==> src/rtl/alu_define.svh <==
`ifndef ALU_DEFINE_SVH
`define ALU_DEFINE_SVH

// Default ALU datapath sizing shared by the arbiter and its package.
`define WIDTH     8
`define CMD_WIDTH 4

`endif

==> src/rtl/alu_arb_pkg.sv <==
// Shared types for the ALU request arbiter: FSM states and the
// captured request/response records.
`include "alu_define.svh"

package alu_arb_pkg;

  // Widest requester index supported (NUM_REQ up to 8).
  localparam int ID_MAX_W = 3;

  typedef enum logic [1:0] {
    IDLE,
    ISSUE,
    WAIT,
    RESP
  } state_t;

  typedef struct packed {
    logic [`WIDTH-1:0]     opa;
    logic [`WIDTH-1:0]     opb;
    logic [`CMD_WIDTH-1:0] cmd;
    logic                  mode;
    logic                  cin;
    logic [1:0]            inp_valid;
    logic [ID_MAX_W-1:0]   id;
  } req_t;

  typedef struct packed {
    logic [`WIDTH:0] res;
    logic            oflow;
    logic            cout;
    logic            g;
    logic            l;
    logic            e;
    logic            err;
  } rsp_t;

endpackage

==> src/rtl/alu_rr_picker.sv <==
// Round-robin find-first: first set bit of valid at or above ptr,
// wrapping modulo NUM_REQ.
module alu_rr_picker #(
  parameter int NUM_REQ = 4,
  parameter int IDW     = $clog2(NUM_REQ)
) (
  input  logic [NUM_REQ-1:0] valid,
  input  logic [IDW-1:0]     ptr,
  output logic [NUM_REQ-1:0] grant,
  output logic [IDW-1:0]     idx,
  output logic               any
);

  localparam int PW = IDW + 1;

  logic [PW-1:0] pos;

  // Scan NUM_REQ positions starting at ptr; the first valid one wins.
  always_comb begin
    grant = '0;
    idx   = '0;
    any   = 1'b0;
    pos   = '0;
    for (int i = 0; i < NUM_REQ; i++) begin
      pos = {1'b0, ptr} + PW'(i);
      if (pos >= PW'(NUM_REQ)) pos = pos - PW'(NUM_REQ);
      if (!any && valid[pos[IDW-1:0]]) begin
        any                  = 1'b1;
        grant[pos[IDW-1:0]]  = 1'b1;
        idx                  = pos[IDW-1:0];
      end
    end
  end

endmodule

==> src/rtl/alu_req_arbiter.sv <==
// Shares one ALU among NUM_REQ requesters: round-robin grant, one-cycle
// issue, fixed-latency wait, then a held response tagged with the owner id.
`include "alu_define.svh"

module alu_req_arbiter
  import alu_arb_pkg::*;
#(
  parameter int NUM_REQ   = 4,
  parameter int WIDTH     = `WIDTH,
  parameter int CMD_WIDTH = `CMD_WIDTH,
  parameter int ALU_LAT   = 1
) (
  input  logic                                clk,
  input  logic                                rst,
  input  logic [NUM_REQ-1:0]                  req_valid,
  output logic [NUM_REQ-1:0]                  req_ready,
  input  logic [NUM_REQ-1:0][WIDTH-1:0]       req_opa,
  input  logic [NUM_REQ-1:0][WIDTH-1:0]       req_opb,
  input  logic [NUM_REQ-1:0][CMD_WIDTH-1:0]   req_cmd,
  input  logic [NUM_REQ-1:0]                  req_mode,
  input  logic [NUM_REQ-1:0]                  req_cin,
  input  logic [NUM_REQ-1:0][1:0]             req_inp_valid,
  output logic                                rsp_valid,
  input  logic                                rsp_ready,
  output logic [$clog2(NUM_REQ)-1:0]          rsp_id,
  output logic [WIDTH:0]                      rsp_res,
  output logic                                rsp_oflow,
  output logic                                rsp_cout,
  output logic                                rsp_g,
  output logic                                rsp_l,
  output logic                                rsp_e,
  output logic                                rsp_err,
  output logic [WIDTH-1:0]                    alu_opa,
  output logic [WIDTH-1:0]                    alu_opb,
  output logic [CMD_WIDTH-1:0]                alu_cmd,
  output logic                                alu_mode,
  output logic                                alu_cin,
  output logic [1:0]                          alu_inp_valid,
  output logic                                alu_ce,
  input  logic [WIDTH:0]                      alu_res,
  input  logic                                alu_oflow,
  input  logic                                alu_cout,
  input  logic                                alu_g,
  input  logic                                alu_l,
  input  logic                                alu_e,
  input  logic                                alu_err
);

  localparam int IDW   = $clog2(NUM_REQ);
  localparam int CNT_W = (ALU_LAT < 1) ? 1 : $clog2(ALU_LAT + 1);

  state_t             state_q, state_d;
  logic [IDW-1:0]     ptr_q, ptr_d;
  logic [CNT_W-1:0]   cnt_q, cnt_d;
  req_t               req_q, req_d;
  rsp_t               rsp_q, rsp_d;

  logic [NUM_REQ-1:0] pick_grant;
  logic [IDW-1:0]     pick_idx;
  logic               pick_any;
  logic               issue;

  alu_rr_picker #(
    .NUM_REQ (NUM_REQ),
    .IDW     (IDW)
  ) u_picker (
    .valid (req_valid),
    .ptr   (ptr_q),
    .grant (pick_grant),
    .idx   (pick_idx),
    .any   (pick_any)
  );

  // Next-state, request capture, pointer advance and response capture.
  always_comb begin
    state_d = state_q;
    ptr_d   = ptr_q;
    cnt_d   = cnt_q;
    req_d   = req_q;
    rsp_d   = rsp_q;
    case (state_q)
      IDLE: begin
        if (pick_any) begin
          req_d.opa       = req_opa[pick_idx];
          req_d.opb       = req_opb[pick_idx];
          req_d.cmd       = req_cmd[pick_idx];
          req_d.mode      = req_mode[pick_idx];
          req_d.cin       = req_cin[pick_idx];
          req_d.inp_valid = req_inp_valid[pick_idx];
          req_d.id        = ID_MAX_W'(pick_idx);
          ptr_d = (pick_idx == IDW'(NUM_REQ - 1)) ? '0 : pick_idx + IDW'(1);
          if (req_inp_valid[pick_idx] != 2'b00) begin
            state_d = ISSUE;
          end else begin
            // No valid operands: answer with an error and never touch the ALU.
            rsp_d     = '0;
            rsp_d.err = 1'b1;
            state_d   = RESP;
          end
        end
      end
      ISSUE: begin
        cnt_d   = CNT_W'(ALU_LAT);
        state_d = WAIT;
      end
      WAIT: begin
        cnt_d = cnt_q - CNT_W'(1);
        if (cnt_q == CNT_W'(1)) begin
          rsp_d.res   = alu_res;
          rsp_d.oflow = alu_oflow;
          rsp_d.cout  = alu_cout;
          rsp_d.g     = alu_g;
          rsp_d.l     = alu_l;
          rsp_d.e     = alu_e;
          rsp_d.err   = alu_err;
          state_d     = RESP;
        end
      end
      RESP: begin
        if (rsp_ready) state_d = IDLE;
      end
      default: state_d = IDLE;
    endcase
  end

  // State, pointer, counter and captured records; reset discards any operation.
  always_ff @(posedge clk or negedge rst) begin
    if (!rst) begin
      state_q <= IDLE;
      ptr_q   <= '0;
      cnt_q   <= '0;
      req_q   <= '0;
      rsp_q   <= '0;
    end else begin
      state_q <= state_d;
      ptr_q   <= ptr_d;
      cnt_q   <= cnt_d;
      req_q   <= req_d;
      rsp_q   <= rsp_d;
    end
  end

  // Grant only while idle; forced low while reset is asserted.
  assign req_ready = (state_q == IDLE && rst) ? pick_grant : '0;

  assign issue         = (state_q == ISSUE);
  assign alu_ce        = issue;
  assign alu_opa       = issue ? req_q.opa       : '0;
  assign alu_opb       = issue ? req_q.opb       : '0;
  assign alu_cmd       = issue ? req_q.cmd       : '0;
  assign alu_mode      = issue ? req_q.mode      : 1'b0;
  assign alu_cin       = issue ? req_q.cin       : 1'b0;
  assign alu_inp_valid = issue ? req_q.inp_valid : 2'b00;

  assign rsp_valid = (state_q == RESP);
  assign rsp_id    = IDW'(req_q.id);
  assign rsp_res   = rsp_q.res;
  assign rsp_oflow = rsp_q.oflow;
  assign rsp_cout  = rsp_q.cout;
  assign rsp_g     = rsp_q.g;
  assign rsp_l     = rsp_q.l;
  assign rsp_e     = rsp_q.e;
  assign rsp_err   = rsp_q.err;

endmodule

==> config.mk <==
export PLATFORM = sky130hd
export DESIGN_NAME = alu_req_arbiter
export DESIGN_NICKNAME = d
export VERILOG_FILES = /design/src/rtl/alu_arb_pkg.sv /design/src/rtl/alu_rr_picker.sv /design/src/rtl/alu_req_arbiter.sv
export VERILOG_INCLUDE_DIRS = /design/src /design/src/rtl
export SDC_FILE = /design/constraint.sdc
export NUM_CORES = 1
export LEC_CHECK = 0
export CAP_MARGIN = 5
export CORE_MARGIN = 2
export CORE_UTILIZATION = 44
export CTS_BUF_LIST = sky130_fd_sc_hd__clkbuf_4 sky130_fd_sc_hd__clkbuf_8 sky130_fd_sc_hd__clkbuf_16
export CTS_CLUSTER_SIZE = 30
export DETAILED_ROUTE_END_ITERATION = 8
export GPL_TIMING_DRIVEN = 0
export PLACE_DENSITY = 0.83
export REMOVE_ABC_BUFFERS = 1
export SYNTH_ARGS = -nofsm -noshare
export SYNTH_HDL_FRONTEND = slang
export SYNTH_SLANG_ARGS = --single-unit
==> constraint.sdc <==
create_clock -name clk -period 3.1 [get_ports clk]
set_input_delay 0.62 -clock clk [delete_from_list [all_inputs] [get_ports clk]]
set_output_delay 0.62 -clock clk [all_outputs]
set_load 0.1 [all_outputs]
-- Word-level counts from Yosys, hierarchy flattened
Cells that the tools add are included.
- flip-flop bits (word level): 46
- input port bits: 118
- output and inout bits: 47
- word-level logic and storage cells: 130
- $add $sub $neg: 9
- magnitude comparators: 13
- equal/unequal tests: 8
- mux-type cells: 62
- bitwise gates (word level): 3
- reduce and logical (&&, ||, !) cells: 18
- operators by type and width (kind ; count):
    $mux W15 ; 3
    $bmux W8 S2 ; 2
    $mux W8 ; 4
    $mux W2 ; 15
    $pmux W15 S2 ; 1
    $mux W4 ; 7
    $mux W1 ; 16
    $lt A2 B3 Y1 const B ; 5
    $bmux W1 S2 ; 6
    $or A4 B4 Y4 ; 3
    $ge A3 B3 Y1 const B ; 3
    $bmux W4 S2 ; 1
    $demux W1 S2 ; 4
    $ge A2 B1 Y1 const B ; 4
    $logic_and A1 B1 Y1 ; 8
    $pmux W2 S4 ; 1
    $sub A2 B1 Y2 const B ; 4
    $add A2 B2 Y3 const B ; 2
    $eq A2 B2 Y1 const B ; 3
    $ne A2 B2 Y1 const B ; 3
    $reduce_bool A2 Y1 ; 3
    $bmux W2 S2 ; 1
    $reduce_and A4 Y1 ; 1
    $add A2 B1 Y3 const B ; 1
    other kinds (10) ; 12

-- Longest topological paths before layout
- depth in word-level cells: 20
- depth in mapped cells: 12
- gate-level depth less buffers: 8

-- Hierarchy
Synthesis repeated with hierarchy kept, for this count alone.
- cell total of the unflattened synthesis: 240
- area total of the unflattened synthesis: 3103.0 sq um
- by module, submodules not included (module ; times used ; cells an instance ; area an instance (sq um) ; seq. area each (sq um)):
    alu_req_arbiter ; 1 ; 195 ; 2681.3 ; 1151.1
    alu_rr_picker ; 1 ; 45 ; 421.7 ; 0.0

-- Worst setup path after synthesis
Ideal clock, no wire load.
- path kind: register to output
- start point: register ptr_q[1]
- end point: output port req_ready[2]
- arrival time: 3.626 ns
- required time: 2.480 ns
- slack: -1.146 ns
- cell stages (with the launch flop): 10
- path buffers: 2
- cell sequence: dfrtp_1 -> clkbuf_1 -> inv_1 -> ha_1 -> buf_2 -> mux4_2 -> a211o_1 -> o211ai_1 -> o21ai_0 -> a21oi_1
- cells in the longest elaborated chain, start to end: 15
- elaborated cells between the ends (all ways): 60
- classes of those cells: add/sub (7); order compare (12); mux (28); bitwise (3); reduce/logical (10)
- RTL lines (item ; line ; text):
    start, declared ; alu_req_arbiter.sv:53 ; logic [IDW-1:0] ptr_q, ptr_d;
    start signal, assigned ; alu_req_arbiter.sv:136 ; ptr_q <= ptr_d;
    branches (longest 13 deep; another with $add A2 B1 Y3) ; -- ;
    $mux W4 * ; alu_rr_picker.sv:27 ; if (!any && valid[pos[IDW-1:0]]) begin
    $mux W4 * ; alu_req_arbiter.sv:144 ; assign req_ready = (state_q == IDLE && rst) ? pick_grant : '0;
    end, declared ; alu_req_arbiter.sv:16 ; output logic [NUM_REQ-1:0] req_ready,
Mark *: on every way between the ends. The select of a mux whose other input is x is not followed.

-- Final worst setup path
- start point: register ptr_q[0]
- end point: output port req_ready[0]
Same word-level chain as after synthesis.

==> run summary <==
Combined area of all synthesized cells -> 0.00385 mm2
Min Clock Period, post-route -> 3100 ps
Global route overflow -> 0
Startpoint types -> register
Max_slew headroom -> 0.144
Number of global-route vias before repair -> 4,057
Final wirelength -> 12.5 mm
RSZ-0062 raised after global routing -> yes
Max-slew violations -> 0
#FFs+latches synth -> 46
Final hold violation count -> 0
Post-detailed-route DRC marker count -> 0
Number of optimization iterations in the first detailed-route pass -> 7
Reg2reg start -> ptr_q[0]
Layout-stage area growth over the synthesis result -> 50.6%
Largest delay contributor family on the critical path -> compound AO/OA/AOI/OAI gates
Standard-cell row count -> 34
Root buffer cell -> clkbuf_8
Sum Neg Setup Slack -> 0 ps
WP data arrival -> 2480 ps
Count of endpoints failing setup in the final report -> 0
Number of buffers between clock root and the deepest sink -> 2
Multiplexer share of the synthesized area -> 0.225
Synth area leaders -> dfrtp_1 30%, mux2i_1 21%, nand2_1 6.5%
Leakage component of the power -> 2.50 nW
Placed cells -> 675
Critical path buffer and inverter count -> 2
Result of the run -> finished, final reports clean
Antenna diode count -> 0
Post-CTS clock slew at the launch and capture registers of the worst setup and hold paths -> 90 ps
Critical-path maximum fanout -> 5
Post-synthesis async set-or-reset flop share -> 1.00
Clock latency on the worst-skew pair -> 300 ps
Drt initial violations -> 236
Max-cap violations -> 0
Top cell type by total area after synthesis -> dfrtp_1
Post-layout net count -> 717
Port buffer count -> 164
Slowest CP cell -> dfrtp_2
Number of cells traversed by the worst register-to-register path -> 8
Number of instances in the synthesized netlist -> 441
Worst Hold Class -> input pin to asynchronous set/reset pin
Depth of the CTS H-tree -> 2
Most instantiated flip-flop cell in the synthesis netlist -> dfrtp_1
Number of antenna violations at the first check in global routing -> 0
Combinational family with the most area after synthesis -> multiplexers
Reg2Reg Capture Point -> rsp_res[7]
Wire length per cell after detailed routing -> 18.0 um
Yosys Warn Count -> 0
Clk_skew -> 6.76 ps
Worst slew pin tran -> 1280 ps
Synth Area in Compound Gates -> 0.199
I/O Pins -> 165
Critical path start-end classification -> register to output port
Final non-filler cell total -> 696
Cell-by-cell listing of the critical path -> inv_2, ha_4, mux4_2, a211o_4, o211ai_1, o21ai_1, a21oi_1, buf_6
VDD IR-drop max -> 0.618 mV
Post-synthesis share of cell area spent on xor and xnor gates -> 0.00682
Post-CTS Hold Fix Bufs -> 0
Core area -> 0.00859 mm2
Number of buffers created by CTS -> 5
Sequential area share after synthesis -> 0.299
Top library cells by usage in the layout, fill and taps aside -> 130 x clkdlybuf4s50_1, 80 x mux2i_1, 67 x nand2_1
Clock tree from TritonCTS -> done
Fraction of the mapped netlist area in adder cells -> 0.0390
GRT Overall Usage -> 0.249
Routed via count -> 4,011
HPWL Detailed -> 8.85 mm
Number of enable flip-flop cells after synthesis -> 0
Power per standard cell area -> 1230 mW/mm2
DIE AREA -> 0.00952 mm2
Most common cell after layout, fill and taps aside -> clkdlybuf4s50_1
Detailed-route vias per instance -> 5.76
Fraction of layout cells with a size suffix above 1 -> 0.136
Vertical extent of the die -> 97.6 um
TritonCTS sink count -> 46
Worst setup slack for register-to-register paths -> 130 ps
Area share of the largest cell type after synthesis -> 0.299
Die Span X -> 97.6 um
Antenna Nets Post-Route -> 0
Initial cell density of the core -> 0.448
Portion of the clock cycle consumed by the worst path in the final layout -> 1.00
Global-route wire length before repair -> 19.6 mm
Area share of and/or/nand/nor cells after synthesis -> 0.155
WP data required -> 2480 ps
Worst setup EP type -> output port
Pin count of the biggest net entering global routing -> 44
Fmax -> 323 MHz
Average instance area after synthesis -> 8.74 um2
Number of unique standard cell types used by synthesis -> 42
Last weighted congestion value of the routability-driven placer -> 0.823
Crit. Startpoint -> ptr_q[0]
Largest stage delay on the critical path -> 410 ps
[where the power goes]
group | switching, mW | total, mW | internal (mW) | leakage (nW)
sequential | 0.261 | 1.18 | 0.916 | 0.561
combinational | 3.61 | 5.49 | 1.88 | 1.88
clock | 0.213 | 0.451 | 0.238 | 0.0579
[per-layer routing]
| metal | global-route usage | vias to the layer above | part of all wire |
|---|---|---|---|
| met5 | 0 | - | 0 |
| met4 | 0.0791 | 0 | 0.031 |
| met3 | 0.0410 | 30 | 0.041 |
| met2 | 0.462 | 125 | 0.55 |
| met1 | 0.291 | 1961 | 0.38 |
| li1 | - | 1895 | - |
[through the flow]
step / hold slack [ps] / worst slack, ps / power (mW) / area [um2] / utilization
finish: 198 / 0.864 / 7.11 / 5800 / 0.675
global route: 201 / -112 / 7.53 / 5800 / 0.675
CTS: 194 / 0.214 / 6.94 / 5720 / 0.666
detailed placement: 465 / -1330 / 6.39 / 5510 / 0.641
global placement: 462 / -2060 / 6.17 / 5440 / 0.633
floorplan: 324 / -1170 / 5.06 / 3660 / -
[layout make-up]
| type | count | area [um2] |
|---|---|---|
| multi-input combinational | 327 | 2450 |
| sequential | 46 | 1150 |
| timing repair buffer | 180 | 1850 |
| tap | 108 | 135 |
| inverter | 27 | 104 |
| clock buffer | 5 | 68.8 |
| clock inverter | 3 | 40.0 |
| fill | 674 | 2790 |
[cell usage after synthesis, types with 2 or more instances]
| master | number |
|---|---|
| and2_1 | 25 |
| nand3b_1 | 3 |
| nor2_1 | 14 |
| inv_1 | 26 |
| a222oi_1 | 14 |
| o211ai_1 | 4 |
| o221ai_1 | 26 |
| xnor2_1 | 3 |
| o21ai_0 | 23 |
| o31a_1 | 2 |
| nand2_1 | 67 |
| ha_1 | 12 |
| mux2i_1 | 81 |
| nand3_1 | 9 |
| clkbuf_1 | 24 |
| buf_4 | 5 |
| nand2b_1 | 3 |
| dfrtp_1 | 46 |
| a21oi_1 | 8 |
| o22ai_1 | 15 |
| buf_2 | 10 |
[cell families (layout without fill, tap and decap cells)]
kind of cell / after synthesis / in the layout
AO/OA/AOI/OAI: 102 / 102
XOR/XNOR: 3 / 3
adder cells (fa/ha/maj): 12 / 12
buffers and inverters: 68 / 215
flip-flops: 46 / 46
multiplexers: 84 / 84
AND/OR/NAND/NOR: 126 / 126
[worst reg2reg max path: cells and delay by family (launching register included)]
kind	cells	cell delay, ps
mux	4	1500
simple gates	1	550
flops	1	450
buf+inv	2	290
compound gates	1	110
[what timing repair did]
item	CTS	global route
pin swaps	4	7
setup buffers	7	6
gates resized for setup	127	17
endpoints found under the setup margin	73	4
[sequential cells by signal, indices dropped and copies added (netlist names)]
| signal | count |
|---|---|
| rsp_err | 1 |
| rsp_g | 1 |
| rsp_res | 9 |
| cnt_q | 1 |
| req_q | 24 |
| rsp_e | 1 |
| rsp_id | 2 |
| rsp_cout | 1 |
| ptr_q | 2 |
| rsp_oflow | 1 |
| rsp_l | 1 |
| state_q | 2 |
[worst max-delay path by stage]
stage                        end  cells after the start
finish              req_ready[0]                      8
detailed placement  req_ready[3]                      7
floorplan           req_ready[0]                      7
CTS                 req_ready[3]                      7
global placement    req_ready[1]                      4
global route        req_ready[0]                      8
(Power assumes the default switching activity.)
